--- config.mk ---
export PLATFORM = sky130hd
export DESIGN_NAME = fb_sram_reader
export DESIGN_NICKNAME = d
export VERILOG_FILES = /design/src/rtl/fb_sram_reader.sv
export SDC_FILE = /design/constraint.sdc
export NUM_CORES = 1
export LEC_CHECK = 0
export ABC_CLOCK_PERIOD_IN_PS = 2700
export CAP_MARGIN = 20
export CORE_AREA = 2 2 66 68
export DETAILED_ROUTE_END_ITERATION = 7
export DIE_AREA = 0 0 68 70
export GPL_ROUTABILITY_DRIVEN = 0
export PLACE_DENSITY = 0.75
export SLEW_MARGIN = 10
export SYNTH_ARGS = -nofsm -noshare
export SYNTH_HDL_FRONTEND = slang
export SYNTH_SLANG_ARGS = --single-unit
--- constraint.sdc ---
create_clock -name clk -period 2.7 [get_ports clk]
set_clock_uncertainty 0.05 [all_clocks]
set_input_delay 0.54 -clock clk [delete_from_list [all_inputs] [get_ports clk]]
set_output_delay 0.54 -clock clk [all_outputs]
set_load 0.05 [all_outputs]
--- src/rtl/fb_sram_reader.sv ---
// Video-side initiator for the shared framebuffer SRAM: arbitrates the bus against
// the CPU through the bus-switch mux and streams one frame of bytes into a 2-entry FIFO.
module fb_sram_reader #(
    parameter int                ADDR_W      = 15,
    parameter logic [ADDR_W-1:0] BASE_ADDR   = '0,
    parameter int                FRAME_BYTES = 8000,
    parameter int                WAIT_CYCLES = 1
) (
    input  logic              clk,
    input  logic              rst,
    input  logic              frame_start,
    input  logic              cpu_req,
    output logic              cpu_gnt,
    output logic              mux_oe1_n,
    output logic              mux_oe2_n,
    output logic [ADDR_W-1:0] sram_addr,
    output logic              sram_ce_n,
    output logic              sram_oe_n,
    output logic              sram_we_n,
    input  logic [7:0]        sram_data_in,
    output logic [7:0]        px_byte,
    output logic              px_valid,
    input  logic              px_ready,
    output logic              frame_done
);

    localparam logic [2:0] S_CPU_OWN     = 3'd0;
    localparam logic [2:0] S_DEAD_TO_VID = 3'd1;
    localparam logic [2:0] S_VID_ADDR    = 3'd2;
    localparam logic [2:0] S_VID_WAIT    = 3'd3;
    localparam logic [2:0] S_VID_CAPT    = 3'd4;
    localparam logic [2:0] S_DEAD_TO_CPU = 3'd5;

    localparam int CNT_W  = $clog2(FRAME_BYTES + 1);
    localparam int WAIT_W = (WAIT_CYCLES > 1) ? $clog2(WAIT_CYCLES) : 1;
    localparam logic [WAIT_W-1:0] WAIT_LAST = WAIT_W'((WAIT_CYCLES > 0) ? WAIT_CYCLES - 1 : 0);
    localparam logic [CNT_W-1:0]  LAST_IDX  = CNT_W'(FRAME_BYTES - 1);

    logic [2:0]        state_reg, state_next;
    logic              active_reg;
    logic [CNT_W-1:0]  byte_cnt_reg;
    logic [WAIT_W-1:0] wait_cnt_reg;
    logic [7:0]        head_reg, tail_reg;
    logic [1:0]        fifo_cnt_reg;
    logic              frame_done_reg;

    logic       push, pop, last_capt, slot_free, vid_own;
    logic [1:0] fifo_cnt_after;

    assign push           = (state_reg == S_VID_CAPT);
    assign pop            = (fifo_cnt_reg != 2'd0) && px_ready;
    assign fifo_cnt_after = fifo_cnt_reg + 2'(push) - 2'(pop);
    assign slot_free      = (fifo_cnt_after < 2'd2);
    assign last_capt      = push && (byte_cnt_reg == LAST_IDX);

    always_comb begin
        state_next = state_reg;
        case (state_reg)
            S_CPU_OWN:
                if (active_reg && slot_free && !cpu_req)
                    state_next = S_DEAD_TO_VID;
            S_DEAD_TO_VID:
                state_next = S_VID_ADDR;
            S_VID_ADDR:
                state_next = (WAIT_CYCLES == 0) ? S_VID_CAPT : S_VID_WAIT;
            S_VID_WAIT:
                if (wait_cnt_reg == WAIT_LAST)
                    state_next = S_VID_CAPT;
            S_VID_CAPT:
                // Chain straight into the next access only if nothing forces a bus handover.
                state_next = (!last_capt && slot_free && !cpu_req) ? S_VID_ADDR : S_DEAD_TO_CPU;
            S_DEAD_TO_CPU:
                state_next = S_CPU_OWN;
            default:
                state_next = S_CPU_OWN;
        endcase
    end

    always_ff @(posedge clk) begin
        if (rst) begin
            state_reg      <= S_CPU_OWN;
            active_reg     <= 1'b0;
            byte_cnt_reg   <= '0;
            wait_cnt_reg   <= '0;
            frame_done_reg <= 1'b0;
        end else begin
            state_reg      <= state_next;
            frame_done_reg <= last_capt;
            wait_cnt_reg   <= (state_reg == S_VID_WAIT) ? wait_cnt_reg + 1'b1 : '0;
            if (frame_start && !active_reg) begin
                active_reg   <= 1'b1;
                byte_cnt_reg <= '0;
            end else begin
                if (last_capt)
                    active_reg <= 1'b0;
                if (push)
                    byte_cnt_reg <= byte_cnt_reg + 1'b1;
            end
        end
    end

    // Head register drives px_byte directly; tail only holds the second entry.
    always_ff @(posedge clk) begin
        if (rst) begin
            head_reg     <= 8'h00;
            tail_reg     <= 8'h00;
            fifo_cnt_reg <= 2'd0;
        end else begin
            fifo_cnt_reg <= fifo_cnt_after;
            case ({push, pop})
                2'b10: begin
                    if (fifo_cnt_reg == 2'd0)
                        head_reg <= sram_data_in;
                    else
                        tail_reg <= sram_data_in;
                end
                2'b01: head_reg <= tail_reg;
                2'b11: begin
                    if (fifo_cnt_reg == 2'd1) begin
                        head_reg <= sram_data_in;
                    end else begin
                        head_reg <= tail_reg;
                        tail_reg <= sram_data_in;
                    end
                end
                default: ;
            endcase
        end
    end

    assign vid_own    = (state_reg == S_VID_ADDR) || (state_reg == S_VID_WAIT) ||
                        (state_reg == S_VID_CAPT);
    assign cpu_gnt    = (state_reg == S_CPU_OWN);
    assign mux_oe1_n  = !cpu_gnt;
    assign mux_oe2_n  = !vid_own;
    assign sram_ce_n  = !vid_own;
    assign sram_oe_n  = !vid_own;
    assign sram_we_n  = 1'b1;
    assign sram_addr  = vid_own ? (BASE_ADDR + ADDR_W'(byte_cnt_reg)) : '0;
    assign px_byte    = head_reg;
    assign px_valid   = (fifo_cnt_reg != 2'd0);
    assign frame_done = frame_done_reg;

endmodule
==> results.cfg <==
[status]
status = finished clean

[final_layout]
syn_to_final_growth_pct = 28.5
stdcell_area_um2 = 2500
n_fill_cell = 386
nNetsFinal = 282
final_core_util_pct = 60.2
drive_above_1_share_pct = 16.1
largest_register_ffs = 13
multi_input_area_um2 = 1080
final_cells = 319
diodes = 0
ff_latch_area_um2 = 741

[routing]
wl_per_cell_um = 12.5
drc = 0
final_antenna_net_count = 0
drt_iter0_markers = 92
drt_wl_total_um = 3980
via_per_inst = 5.27
drtPass1Iterations = 4
vias = 1682

[synth]
synth_flop_cell = dfxtp_1
ys_types = 46
synth_most_common_cell = dfxtp_1
avgSynthCellArea_um2 = 8.79
synth.area.top_cells = dfxtp_1 38%, nand2b_1 5.5%, mux2i_1 5.2%
synth_top_cells_by_count = 37 x dfxtp_1, 24 x nor2_1, 17 x nand2_1, 17 x nand2b_1, 16 x nor2b_1
ys.warnings.count = 0
async_reset_ff_share_pct = 0
seq_area_frac_synth_pct = 38.1
synth_top_area_share_pct = 38.1
mappedNetlistArea_um2 = 1940
ys_seq_elements = 37
yosysTopAreaCell = dfxtp_1
synth_cells = 221
synth_edf_count = 0

[global_route]
grt_pass1_wl_um = 6730
grt_pass1_vias = 1476
grt_max_degree = 26
grt.total_usage_pct = 18.1
antenna_found_initial = 0
gr-total-overflow = 0

[clocking]
cts_buffer_depth = 2
clkLatencyLatePin_ns = 0.28
cts_buffers = 5
cts_hold_buffers = 0
cts.reportedPaths.clkPinSlew_ns = 0.07
clkSinkCount = 37
clockRootBuffer = clkbuf_8
cts_tree = yes
ctsResizeCount = 0
cts_setup_buffers = 0
ctsHtreeMaxLevel = 2

[placed_design]
dp.cells = 311
hpwl_um = 2890
place_area_um2 = 2390
placement.io_buffers = 40

[critical_path]
cp_top_family = buffers and inverters
cp.arrival_ns = 1.95
critical-path-slowest-cell = clkdlybuf4s50_1
path_cells = or3_2 -> inv_1 -> clkdlybuf4s50_1
worst-path-buf-inv = 2
critPathLaunchType = register
cp_slowest_stage_delay_ns = 0.79
cp-end-kind = primary output
required_ns = 2.11
crit_fanout = 3
crit_type = register to primary output

[floorplan]
num_rows = 24
fp.dieW_um = 68
io_pins = 44
die_y_um = 70
core_um2 = 4140
start_util_pct = 46.9
dieArea_um2 = 4760

[timing]
tightestPinTransition_ns = 0.499
grt_setup_unrepaired = no
slew_viol_final = 0
setup_tns_ns = 0
min_period_ns = 2.54
setup_violations = 0
hold_viol = 0
fmax_ghz = 0.394
min_period_over_period_pct = 94.0
max_slew_margin_pct = 66.7

[power_and_ir_drop]
totalPowerFinal_w = 0.00168
ir_drop_uv = 545
powerDensity_nw_per_um2 = 674
p_leak_nw = 0.931

[worst_hold_path]
min_path_type = register to register

[flow_run]
drv_cap = 0
## placed cells by master, fill, tap and decap left out, types with 4 or more instances in the layout
cell type        count
nand2b_1            17
nand2_1             17
nor2b_1             16
o21ai_0              4
xnor2_1              6
buf_4               23
a21oi_1              6
clkbuf_8             7
mux2i_1             10
xor2_1               4
clkdlybuf4s50_1     24
nand3_1             11
dfxtp_1             37
inv_1                5
a311oi_1             8
nor2_1              24
## worst register-to-register path, cell delays in order (launching register included)
cell and delay (ns):
dfxtp_1 0.37, or3b_1 0.49, clkinv_8 0.11, ha_1 0.23
ha_1 0.19, xnor2_1 0.25, nor3_1 0.10, o211a_1 0.26
a221oi_2 0.27
## area by class of cell
class	count	share of cell area, %
Multi-Input combinational cell	166	43.3
Timing Repair Buffer	50	18.9
Clock buffer	7	3.86
Sequential cell	37	29.7
Tap cell	52	2.61
Clock inverter	1	0.201
Inverter	6	1.40
## cell families (layout without fill, tap and decap cells)
logic type | after synthesis | count (layout) | synth area share [%]
buf+inv | 19 | 64 | 6.44
simple gates | 107 | 107 | 30.1
flops | 37 | 37 | 38.1
other cells | 2 | 3 | 0.386
fa+ha+maj | 3 | 3 | 1.93
compound gates | 33 | 33 | 13.4
xor+xnor | 10 | 10 | 4.51
mux | 10 | 10 | 5.15
## routing by layer
metal  up-vias  global-route usage, %  wire length, um
met5         -                      0                0
met1       778                   24.1             1930
met4         0                   4.67               22
met3         4                   4.03              183
met2        46                   29.2             1850
li1        854                      -                -
## power by group
group / internal [W] / total (W) / switching (W)
Clock: 0.000231 / 0.000424 / 0.000193
Combinational: 0.000235 / 0.000621 / 0.000387
Sequential: 0.000595 / 0.000637 / 0.0000425
Total: 0.00106 / 0.00168 / 0.000622
## per-stage QoR
step / setup slack [ns] / hold slack, ns
floorplan: -0.146 / 0.399
finish: 0.163 / 0.425
CTS: 0.151 / 0.428
detailed placement: 0.0816 / 0.410
global placement: 0.144 / 0.409
global route: 0.0848 / 0.445
## worst paths after layout
check	startpoint	slack [ns]	depth (start not counted)	endpoint
min reg2reg	tail_reg[1]$_SDFFE_PP0P_	0.42	2	tail_reg[1]$_SDFFE_PP0P_
max reg2reg	state_reg[1]$_SDFFE_PP0P_	0.30	8	state_reg[2]$_SDFFE_PP0P_
min	tail_reg[1]$_SDFFE_PP0P_	0.42	2	tail_reg[1]$_SDFFE_PP0P_
max	state_reg[2]$_SDFFE_PP0P_	0.16	3	cpu_gnt
Power figures use the tool's default switching activity.
